--- config.mk ---
export PLATFORM = sky130hd
export DESIGN_NAME = stream_sender_flat
export DESIGN_NICKNAME = d
export VERILOG_FILES = /design/src/rtl/stream_sender_pkg.sv /design/src/rtl/stream_sender_if.sv /design/src/rtl/stream_sender_axis_reg_slice.sv /design/src/rtl/stream_sender.sv /design/src/flat_wrapper.sv
export SDC_FILE = /design/constraint.sdc
export NUM_CORES = 1
export LEC_CHECK = 0
export CAP_MARGIN = 20
export CORE_AREA = 2 2 105 107
export DETAILED_ROUTE_END_ITERATION = 6
export DIE_AREA = 0 0 107 109
export PLACE_DENSITY = 0.9
export REMOVE_ABC_BUFFERS = 1
export SYNTH_ARGS = -nofsm -noshare
export SYNTH_HDL_FRONTEND = slang
export SYNTH_SLANG_ARGS = --single-unit
--- constraint.sdc ---
create_clock -name clk -period 3.02 [get_ports clk]
set_input_delay 0.604 -clock clk [delete_from_list [all_inputs] [get_ports clk]]
set_output_delay 0.604 -clock clk [all_outputs]
set_load 0.005 [all_outputs]
--- src/rtl/stream_sender_pkg.sv ---
// ============================================================================
// stream_sender_pkg: shared widths and FSM state encoding for stream_sender.
// Rev 1.0
// ============================================================================
`default_nettype none

package stream_sender_pkg;

  localparam int SS_DWIDTH = 32;
  localparam int SS_LWIDTH = 16;

  typedef enum logic [1:0] {
    S_IDLE = 2'd0,
    S_RUN  = 2'd1,
    S_DONE = 2'd2
  } state_t;

endpackage

`default_nettype wire

--- src/rtl/stream_sender_if.sv ---
// ============================================================================
// stream_sender_if: FIFO read port plus AXI4-Stream master bundle.
// Rev 1.0
// ============================================================================
`default_nettype none

interface stream_sender_if #(
  parameter int DWIDTH = 32
);

  logic              buf_isempty;
  logic [DWIDTH-1:0] buf_rdata;
  logic              buf_re;
  logic              m_axis_tvalid;
  logic              m_axis_tready;
  logic [DWIDTH-1:0] m_axis_tdata;
  logic              m_axis_tlast;

  modport master (
    input  buf_isempty,
    input  buf_rdata,
    output buf_re,
    output m_axis_tvalid,
    input  m_axis_tready,
    output m_axis_tdata,
    output m_axis_tlast
  );

  modport slave (
    output buf_isempty,
    output buf_rdata,
    input  buf_re,
    input  m_axis_tvalid,
    output m_axis_tready,
    input  m_axis_tdata,
    input  m_axis_tlast
  );

endinterface

`default_nettype wire

--- src/rtl/stream_sender_axis_reg_slice.sv ---
// ============================================================================
// axis_reg_slice: one-entry valid/data/last output register for stream_sender.
// Rev 1.0
// ============================================================================
`default_nettype none

module axis_reg_slice #(
  parameter int DWIDTH = 32
) (
  input  wire              clk,
  input  wire              xrst,
  input  wire              i_load,
  input  wire [DWIDTH-1:0] i_data,
  input  wire              i_last,
  input  wire              i_unload,
  output logic             o_valid,
  output logic [DWIDTH-1:0] o_data,
  output logic             o_last
);

  logic              r_valid;
  logic [DWIDTH-1:0] r_data;
  logic              r_last;

  // A load in the same cycle as an unload reloads the entry, so no bubble.
  always_ff @(posedge clk or negedge xrst) begin
    if (!xrst) begin
      r_valid <= 1'b0;
      r_data  <= '0;
      r_last  <= 1'b0;
    end else if (i_load) begin
      r_valid <= 1'b1;
      r_data  <= i_data;
      r_last  <= i_last;
    end else if (i_unload) begin
      r_valid <= 1'b0;
    end
  end

  assign o_valid = r_valid;
  assign o_data  = r_data;
  assign o_last  = r_valid && r_last;

endmodule

`default_nettype wire

--- src/rtl/stream_sender.sv ---
// ============================================================================
// stream_sender: drains the buffer FIFO as one AXI4-Stream packet per start.
// Optional stall counter: define STREAM_SENDER_STALL_CNT_EN.   Rev 1.0
// ============================================================================
`default_nettype none

module stream_sender
  import stream_sender_pkg::*;
#(
  parameter int DWIDTH = SS_DWIDTH,
  parameter int LWIDTH = SS_LWIDTH
) (
  input  wire              clk,
  input  wire              xrst,
  input  wire              start,
  input  wire [LWIDTH-1:0] pkt_len,
  output logic             busy,
  output logic             done,
  output logic [31:0]      stall_cycles,
  stream_sender_if.master  bus
);

  localparam logic [LWIDTH-1:0] c_one = LWIDTH'(1);

  state_t            r_state;
  logic [LWIDTH-1:0] r_len;
  logic [LWIDTH-1:0] r_popped;
  logic [LWIDTH-1:0] r_sent;
  logic              r_busy;
  logic              r_done;

  logic              w_valid;
  logic              w_pop;
  logic              w_hs;
  logic              w_last_pop;
  logic              w_start_acc;

  assign w_start_acc = (r_state == S_IDLE) && start && (pkt_len != '0);
  assign w_hs        = w_valid && bus.m_axis_tready;
  assign w_pop       = (r_state == S_RUN) && !bus.buf_isempty &&
                       (r_popped != r_len) && (!w_valid || bus.m_axis_tready);
  assign w_last_pop  = (r_popped == r_len - c_one);

  axis_reg_slice #(
    .DWIDTH (DWIDTH)
  ) u_slice (
    .clk      (clk),
    .xrst     (xrst),
    .i_load   (w_pop),
    .i_data   (bus.buf_rdata),
    .i_last   (w_last_pop),
    .i_unload (w_hs),
    .o_valid  (w_valid),
    .o_data   (bus.m_axis_tdata),
    .o_last   (bus.m_axis_tlast)
  );

  // Leaves S_RUN on the edge of the final handshake so done follows it directly.
  always_ff @(posedge clk or negedge xrst) begin
    if (!xrst) begin
      r_state  <= S_IDLE;
      r_len    <= '0;
      r_popped <= '0;
      r_sent   <= '0;
      r_busy   <= 1'b0;
      r_done   <= 1'b0;
    end else begin
      r_done <= 1'b0;
      case (r_state)
        S_IDLE: begin
          if (w_start_acc) begin
            r_len    <= pkt_len;
            r_popped <= '0;
            r_sent   <= '0;
            r_busy   <= 1'b1;
            r_state  <= S_RUN;
          end
        end
        S_RUN: begin
          if (w_pop) begin
            r_popped <= r_popped + c_one;
          end
          if (w_hs) begin
            r_sent <= r_sent + c_one;
            if (r_sent + c_one == r_len) begin
              r_done  <= 1'b1;
              r_state <= S_DONE;
            end
          end
        end
        S_DONE: begin
          r_busy  <= 1'b0;
          r_state <= S_IDLE;
        end
        default: begin
          r_busy  <= 1'b0;
          r_state <= S_IDLE;
        end
      endcase
    end
  end

  assign busy              = r_busy;
  assign done              = r_done;
  assign bus.buf_re        = w_pop;
  assign bus.m_axis_tvalid = w_valid;

`ifdef STREAM_SENDER_STALL_CNT_EN
  logic [31:0] r_stall;

  always_ff @(posedge clk or negedge xrst) begin
    if (!xrst) begin
      r_stall <= '0;
    end else if (w_start_acc) begin
      r_stall <= '0;
    end else if (w_valid && !bus.m_axis_tready && (r_stall != '1)) begin
      r_stall <= r_stall + 32'd1;
    end
  end

  assign stall_cycles = r_stall;
`else
  assign stall_cycles = 32'd0;
`endif

endmodule

`default_nettype wire

--- src/flat_wrapper.sv ---
// flat-port wrapper written by rule: the top's interface ports become plain ports
module stream_sender_flat import stream_sender_pkg::*;
#(
  parameter int DWIDTH = SS_DWIDTH,
  parameter int LWIDTH = SS_LWIDTH
)
  (clk, xrst, start, pkt_len, busy, done, stall_cycles, bus_buf_isempty, bus_buf_rdata, bus_buf_re, bus_m_axis_tvalid, bus_m_axis_tready, bus_m_axis_tdata, bus_m_axis_tlast);
  stream_sender_if #(.DWIDTH(DWIDTH)) bus_i ();
  input  wire clk;
  input  wire xrst;
  input  wire start;
  input  wire [LWIDTH-1:0] pkt_len;
  output logic busy;
  output logic done;
  output logic [31:0] stall_cycles;
  input wire logic [$bits(bus_i.buf_isempty)-1:0] bus_buf_isempty;
  input wire logic [$bits(bus_i.buf_rdata)-1:0] bus_buf_rdata;
  output wire logic [$bits(bus_i.buf_re)-1:0] bus_buf_re;
  output wire logic [$bits(bus_i.m_axis_tvalid)-1:0] bus_m_axis_tvalid;
  input wire logic [$bits(bus_i.m_axis_tready)-1:0] bus_m_axis_tready;
  output wire logic [$bits(bus_i.m_axis_tdata)-1:0] bus_m_axis_tdata;
  output wire logic [$bits(bus_i.m_axis_tlast)-1:0] bus_m_axis_tlast;
  assign bus_i.buf_isempty = bus_buf_isempty;
  assign bus_i.buf_rdata = bus_buf_rdata;
  assign bus_buf_re = bus_i.buf_re;
  assign bus_m_axis_tvalid = bus_i.m_axis_tvalid;
  assign bus_i.m_axis_tready = bus_m_axis_tready;
  assign bus_m_axis_tdata = bus_i.m_axis_tdata;
  assign bus_m_axis_tlast = bus_i.m_axis_tlast;
  stream_sender #(.DWIDTH(DWIDTH), .LWIDTH(LWIDTH)) u_core (.clk(clk), .xrst(xrst), .start(start), .pkt_len(pkt_len), .busy(busy), .done(done), .stall_cycles(stall_cycles), .bus(bus_i));
endmodule
==> metrics.md, run 1 <==
| Metric | Value |
|---|---|
| Leakage power | `0.00268 µW` |
| Post-synthesis sequential area ratio | `40.6%` |
| Crit path max-delay family | `buffers and inverters` |
| Reg2reg start | `u_core.r_len[0]$_DFFE_PN0P_` |
| Root buf cell | `clkbuf_8` |
| Final nets | `692` |
| Worst Path Buf+Inv | `2` |
| Setup TNS | `0 ns` |
| Slowest-stage cell, CP | `dfrtp_2` |
| Slew @ Worst Pin | `0.750 ns` |
| Vias per cell | `5.81` |
| CP Class | `reg -> out` |
| Largest net degree at the start of global routing | `87` |
| Final Hold Fails | `0` |
| CTS Sinks | `86` |
| Critical path, cell by cell | `xor2_1 > nor4_1 > nand4_1 > o21ai_2 > inv_2 > clkdlybuf4s50_1` |
| Initial Util | `50.0%` |
| CP endpoint kind | `primary output` |
| Core area | `10,600 µm²` |
| Pwr Total | `4160 µW` |
| Seq cells post-synth | `86` |
| Crit path DAT | `2.30 ns` |
| DR pass1 iterations | `5` |
| DRC | `0` |
| Post-Place Cells | `764` |
| Post-Syn Instances | `556` |
| Hold-fix buffers, CTS | `0` |
| Initial antenna violation count | `0` |
| Clock insertion delay at the later pin of the skew report | `0.38 ns` |
| ANT nets after route | `0` |
| Post-route clock period utilization | `96.2%` |
| Ys Warns | `0` |
| H-tree levels | `3` |
| Row count | `38` |
| Max cap viols | `0` |
| Final RePlAce weighted congestion | `1.02` |
| IO Pins | `122` |
| Postcts setup bufs | `0` |
| Layout cells sized above 1 | `12.0%` |
| Setup crit start kind | `flop` |
| Clk buf depth | `2` |
| Synth unique cells | `62` |
| Avg Cell Area, Syn | `9.54 µm²` |
| Drt first-iter violations | `412` |
| CTS clock-pin slew for the worst setup and hold paths | `0.09 ns` |
| Worst Path Max Fanout | `9` |
| Final std cells w/o fill | `781` |
| Die ar. | `11,700 µm²` |
| Final wirelength | `13.3 mm` |
| Hold Path Class | `in -> async` |
| Final Skew | `0.0119 ns` |
| GR Overflow Total | `0` |
| Predominant post-synthesis flop cell | `dfrtp_1` |
| Final setup viols | `0` |
| PD cells | `652 nW/µm²` |
| Wire length per cell | `17.1 µm` |
| Outcome | `finished clean` |
| Total CTS buffers | `9` |
| Launch point of the worst path | `u_core.r_len[5]$_DFFE_PN0P_` |
| RSZ-0062 raised after global routing | `false` |
| CP required | `2.42 ns` |
| Max Freq | `344 MHz` |
| Synth-to-Final Area Change | `20.3%` |
| Async SR Flop Fraction | `100%` |
| Port Buffer Count | `89` |
| Maximum vdd drop | `0.268 mV` |
| Final min period | `2.90 ns` |
| Post-synth EDFFs | `0` |
| Slew headroom | `49.6%` |
| Final Max Tran Viols | `0` |
| Global-route wire length before repair | `21.5 mm` |
| # diodes | `0` |
| CTS tree | `done` |
| Slowest stage delay, CP | `0.50 ns` |
| Total track usage | `23.5%` |
| Post-CTS resize count | `0` |
| Hold slack | `0.189 ns` |
| Vias in the first global route | `4,255` |
| Cell Area, Synth | `5300 µm²` |
| DP HPWL | `9.48 mm` |
| Total number of vias | `4,538` |
| Die H | `109 µm` |
| Die W | `107 µm` |
-- through the flow --
stage | setup WS (ns) | utilization (%) | instance area [µm²]
4_1_cts | 0.0463 | 59.9 | 6350
2_1_floorplan | 0.0701 | - | 5000
6_report | 0.115 | 60.2 | 6380
5_1_grt | 0.0282 | 60.2 | 6380
3_5_place_dp | 0.374 | 58.0 | 6150
3_3_place_gp | 0.360 | 58.0 | 6150
-- synthesized netlist by cell type (all sizes together) (2+ instances only) --
master | number | share of area (%)
dfrtp | 86 | 41
nand2 | 64 | 4.5
buf | 50 | 6.9
o21ai | 48 | 4.6
mux2 | 33 | 9.0
nor2 | 31 | 2.2
xnor2 | 23 | 4.2
a21oi | 20 | 1.9
xor2 | 20 | 3.3
nand3 | 17 | 1.6
nor3 | 15 | 1.5
clkbuf | 14 | 0.99
inv | 14 | 0.99
o31ai | 13 | 1.8
nand4 | 12 | 1.4
or4 | 12 | 1.8
and3 | 11 | 1.4
nor4 | 11 | 1.8
or3 | 7 | 0.83
and4 | 6 | 1.0
a31oi | 4 | 0.47
nand3b | 4 | 0.57
o2111ai | 4 | 0.78
a211oi | 3 | 0.42
and2 | 3 | 0.35
ha | 3 | 0.71
nor2b | 3 | 0.35
a2111oi | 2 | 0.33
a41oi | 2 | 0.33
mux2i | 2 | 0.38
nand2b | 2 | 0.24
or2 | 2 | 0.24
or4b | 2 | 0.38
-- power by group --
| group | internal, µW | switching (µW) |
|---|---|---|
| Clock | 389 | 450 |
| Combinational | 803 | 773 |
| Sequential | 1390 | 362 |
-- cells in the final DEF (no fill, tap or decap), types with 13 or more instances in the layout --
master           netlist  routed
a21oi_1               20      20
buf_4                 34      13
clkdlybuf4s50_1        0      88
conb_1                 1      32
dfrtp_1               86      83
mux2_4                28      28
nand2_1               64      64
nand3_1               17      17
nor2_1                31      31
nor3_1                14      14
o21ai_0               37      37
o31ai_1               13      13
xnor2_1               22      22
xor2_1                20      20
-- layout make-up --
| class | count | area [µm²] |
|---|---|---|
| clock inverters | 6 | 68.8 |
| flip-flops and latches | 86 | 2160 |
| fillers | 865 | 4220 |
| well taps | 140 | 175 |
| inverters | 14 | 52.6 |
| repair buffers | 102 | 1010 |
| multi-input cells | 423 | 2800 |
| clock buffers | 10 | 128 |
-- registers in the layout, summed over array words and instances (netlist names) --
name,flops
u_core.r_popped,16
u_core.u_slice.o_valid,1
u_core.u_slice.r_last,1
u_core.u_slice.o_data,32
u_core.done,1
u_core.r_sent,16
u_core.busy,1
u_core.r_len,16
u_core.r_state,2
-- metal layers --
| layer | share of wire [%] | vias up | track usage (%) |
|---|---|---|---|
| met4 | 2.2 | 0 | 7.61 |
| met1 | 41 | 2209 | 31.1 |
| met5 | 0 | - | 0 |
| met2 | 48 | 230 | 37.8 |
| li1 | - | 2076 | - |
| met3 | 8.2 | 23 | 6.10 |
-- cell families after synthesis --
group | Yosys count | synth area share, %
XOR/XNOR | 43 | 7.45
flip-flops | 86 | 40.6
adder cells (fa/ha/maj) | 3 | 0.708
multiplexers | 35 | 9.37
other | 1 | 0.0707
AND/OR/NAND/NOR | 206 | 21.0
buffers and inverters | 78 | 8.89
AO/OA/AOI/OAI | 104 | 12.0
-- path summary, 6_finish.rpt --
check	depth (start not counted)	endpoint	slack, ns
max in group asynchronous	2	u_core.r_sent[10]$_DFFE_PN0P_	2.21
max	6	bus_buf_re	0.12
min	1	u_core.r_popped[9]$_DFFE_PN0P_	0.19
max reg2reg	8	u_core.u_slice.r_last$_DFFE_PN0P_	0.38
min reg2reg	2	u_core.u_slice.r_last$_DFFE_PN0P_	0.49
min in group clk	2	u_core.u_slice.r_last$_DFFE_PN0P_	0.49
Note: power is estimated with default switching activity, not from simulation.
==> inputs of run 2 (changes only) <==
PLACE_DENSITY = 0.8   (was 0.9)
==> run 2 against run 1 <==
Compared with the run above: non-clock buffer count up 3; clock-buffer cell count up 1; sequential share of layout area down 0.13 points; clock skew about the same; critical path type unchanged.
==> metrics.md, run 2 (same netlist as run 1, synthesis figures left out) <==
| Metric | Value |
|---|---|
| Outcome | `finished clean` |
| Synth-to-Final Area Change | `20.7%` |
| Register area | `2150 µm²` |
| Layout cells sized above 1 | `12.1%` |
| Port Buffer Count | `89` |
| Area of the multi-input gates | `2800 µm²` |
| Final Skew | `0.0117 ns` |
| Total CTS buffers | `9` |
| Initial Util | `50.0%` |
| Total track usage | `23.8%` |
| Row count | `38` |
| Worst Path Buf+Inv | `2` |
| Final setup viols | `0` |
| # fillers | `858` |
| Core area | `10,600 µm²` |
| ANT nets after route | `0` |
| IO Pins | `122` |
| PD cells | `643 nW/µm²` |
| Leakage power | `0.00270 µW` |
| # diodes | `0` |
| Final nets | `695` |
| Crit path max-delay family | `buffers and inverters` |
| Hold Path Class | `in -> async` |
| Final RePlAce weighted congestion | `0.892` |
| Fin util | `60.4%` |
| Final Hold Fails | `0` |
| Max cap viols | `0` |
| Crit path DAT | `2.29 ns` |
| Root buf cell | `clkbuf_8` |
| Setup TNS | `0 ns` |
| DRC | `0` |
| Hold slack | `0.270 ns` |
| Setup crit start kind | `flop` |
| Slew headroom | `54.5%` |
| Initial antenna violation count | `0` |
| Clk buf depth | `2` |
| Wire length per cell | `16.9 µm` |
| DP HPWL | `9.91 mm` |
| Final Max Tran Viols | `0` |
| Slowest stage delay, CP | `0.47 ns` |
| Global-route wire length before repair | `21.6 mm` |
| Maximum vdd drop | `0.324 mV` |
| RSZ-0062 raised after global routing | `false` |
| Die H | `109 µm` |
| Critical path, cell by cell | `xor2_1 > nor4_2 > o2111ai_2 > o21ai_2 > inv_2 > clkdlybuf4s50_1` |
| GR Overflow Total | `0` |
| H-tree levels | `3` |
| Max Freq | `345 MHz` |
| Drt first-iter violations | `256` |
| Clock insertion delay at the later pin of the skew report | `0.36 ns` |
| Vias in the first global route | `4,379` |
| Largest net degree at the start of global routing | `52` |
| Final wirelength | `13.2 mm` |
| CTS tree | `done` |
| Die W | `107 µm` |
| CP Class | `reg -> out` |
| Post-route clock period utilization | `95.9%` |
| Die ar. | `11,700 µm²` |
| Worst Path Max Fanout | `7` |
| CTS Sinks | `86` |
| Pwr Total | `4110 µW` |
| DR pass1 iterations | `5` |
| Slowest-stage cell, CP | `dfrtp_1` |
| CP endpoint kind | `primary output` |
| Most frequent cells in the layout | `88 x clkdlybuf4s50_1, 84 x dfrtp_1, 64 x nand2_1` |
| Final min period | `2.90 ns` |
| Vias per cell | `5.66` |
| Total number of vias | `4,440` |
| Max FFs per register | `32` |
| Hold-fix buffers, CTS | `0` |
| CP required | `2.42 ns` |
| CTS clock-pin slew for the worst setup and hold paths | `0.09 ns` |
| Most common cell after layout, fill and taps aside | `clkdlybuf4s50_1` |
| Slew @ Worst Pin | `0.682 ns` |
-- run 2: repair_timing --
action,CTS,global route
gates resized for setup,0,2
endpoints found under the hold margin,0,0
setup buffers,0,2
setup endpoints to repair,0,1
-- run 2: layout make-up --
cell class                 count  share of cell area (%)
clock buffer                  11                    2.05
clock inverter                 5                   0.938
inverter                      14                   0.821
multi-input combinational    423                    43.7
sequential                    86                    33.6
tap                          140                    2.74
timing repair buffer         105                    16.1
-- run 2: per-layer routing --
metal / vias to the layer above / share of wire (%) / track usage [%]
li1: 2079 / - / -
met1: 2181 / 41 / 29.8
met2: 147 / 52 / 41.4
met3: 33 / 4.8 / 2.81
met4: 0 / 2.7 / 10.7
met5: - / 0 / 0
-- run 2: stage by stage --
| stage | cell area [µm²] | instances | worst slack (ns) |
|---|---|---|---|
| floorplan | 5000 | 523 | 0.0701 |
| global placement | 6190 | 766 | 0.405 |
| detailed placement | 6190 | 766 | 0.396 |
| CTS | 6390 | 782 | 0.0267 |
| global route | 6400 | 784 | 0.00587 |
| finish | 6400 | 784 | 0.123 |
-- run 2: path summary, 6_finish.rpt --
path,slack (ns),start,to,cells after the start
setup / recovery,0.12,u_core.r_popped[3]$_DFFE_PN0P_,bus_buf_re,6
hold / removal,0.27,xrst,u_core.u_slice.o_data[28]$_DFFE_PN0P_,1
setup reg to reg,0.53,u_core.r_len[1]$_DFFE_PN0P_,u_core.u_slice.r_last$_DFFE_PN0P_,8
hold reg to reg,0.49,u_core.u_slice.o_data[28]$_DFFE_PN0P_,u_core.u_slice.o_data[28]$_DFFE_PN0P_,1
max in group asynchronous,2.10,xrst,u_core.r_popped[7]$_DFFE_PN0P_,2
min in group clk,0.49,u_core.u_slice.o_data[28]$_DFFE_PN0P_,u_core.u_slice.o_data[28]$_DFFE_PN0P_,1
-- run 2: power breakdown --
part           internal (µW)  switching, µW  leakage (µW)
Clock                    385            428     0.0000935
Sequential              1390            358       0.00107
Combinational            817            741       0.00154
-- run 2: worst register-to-register path: cells and delay by family, from the launching register on --
kind / cells / cell delay [ns]
compound gates: 3 / 0.64
buf+inv: 1 / 0.11
xor+xnor: 1 / 0.07
simple gates: 2 / 0.93
fa+ha+maj: 1 / 0.21
flops: 1 / 0.47
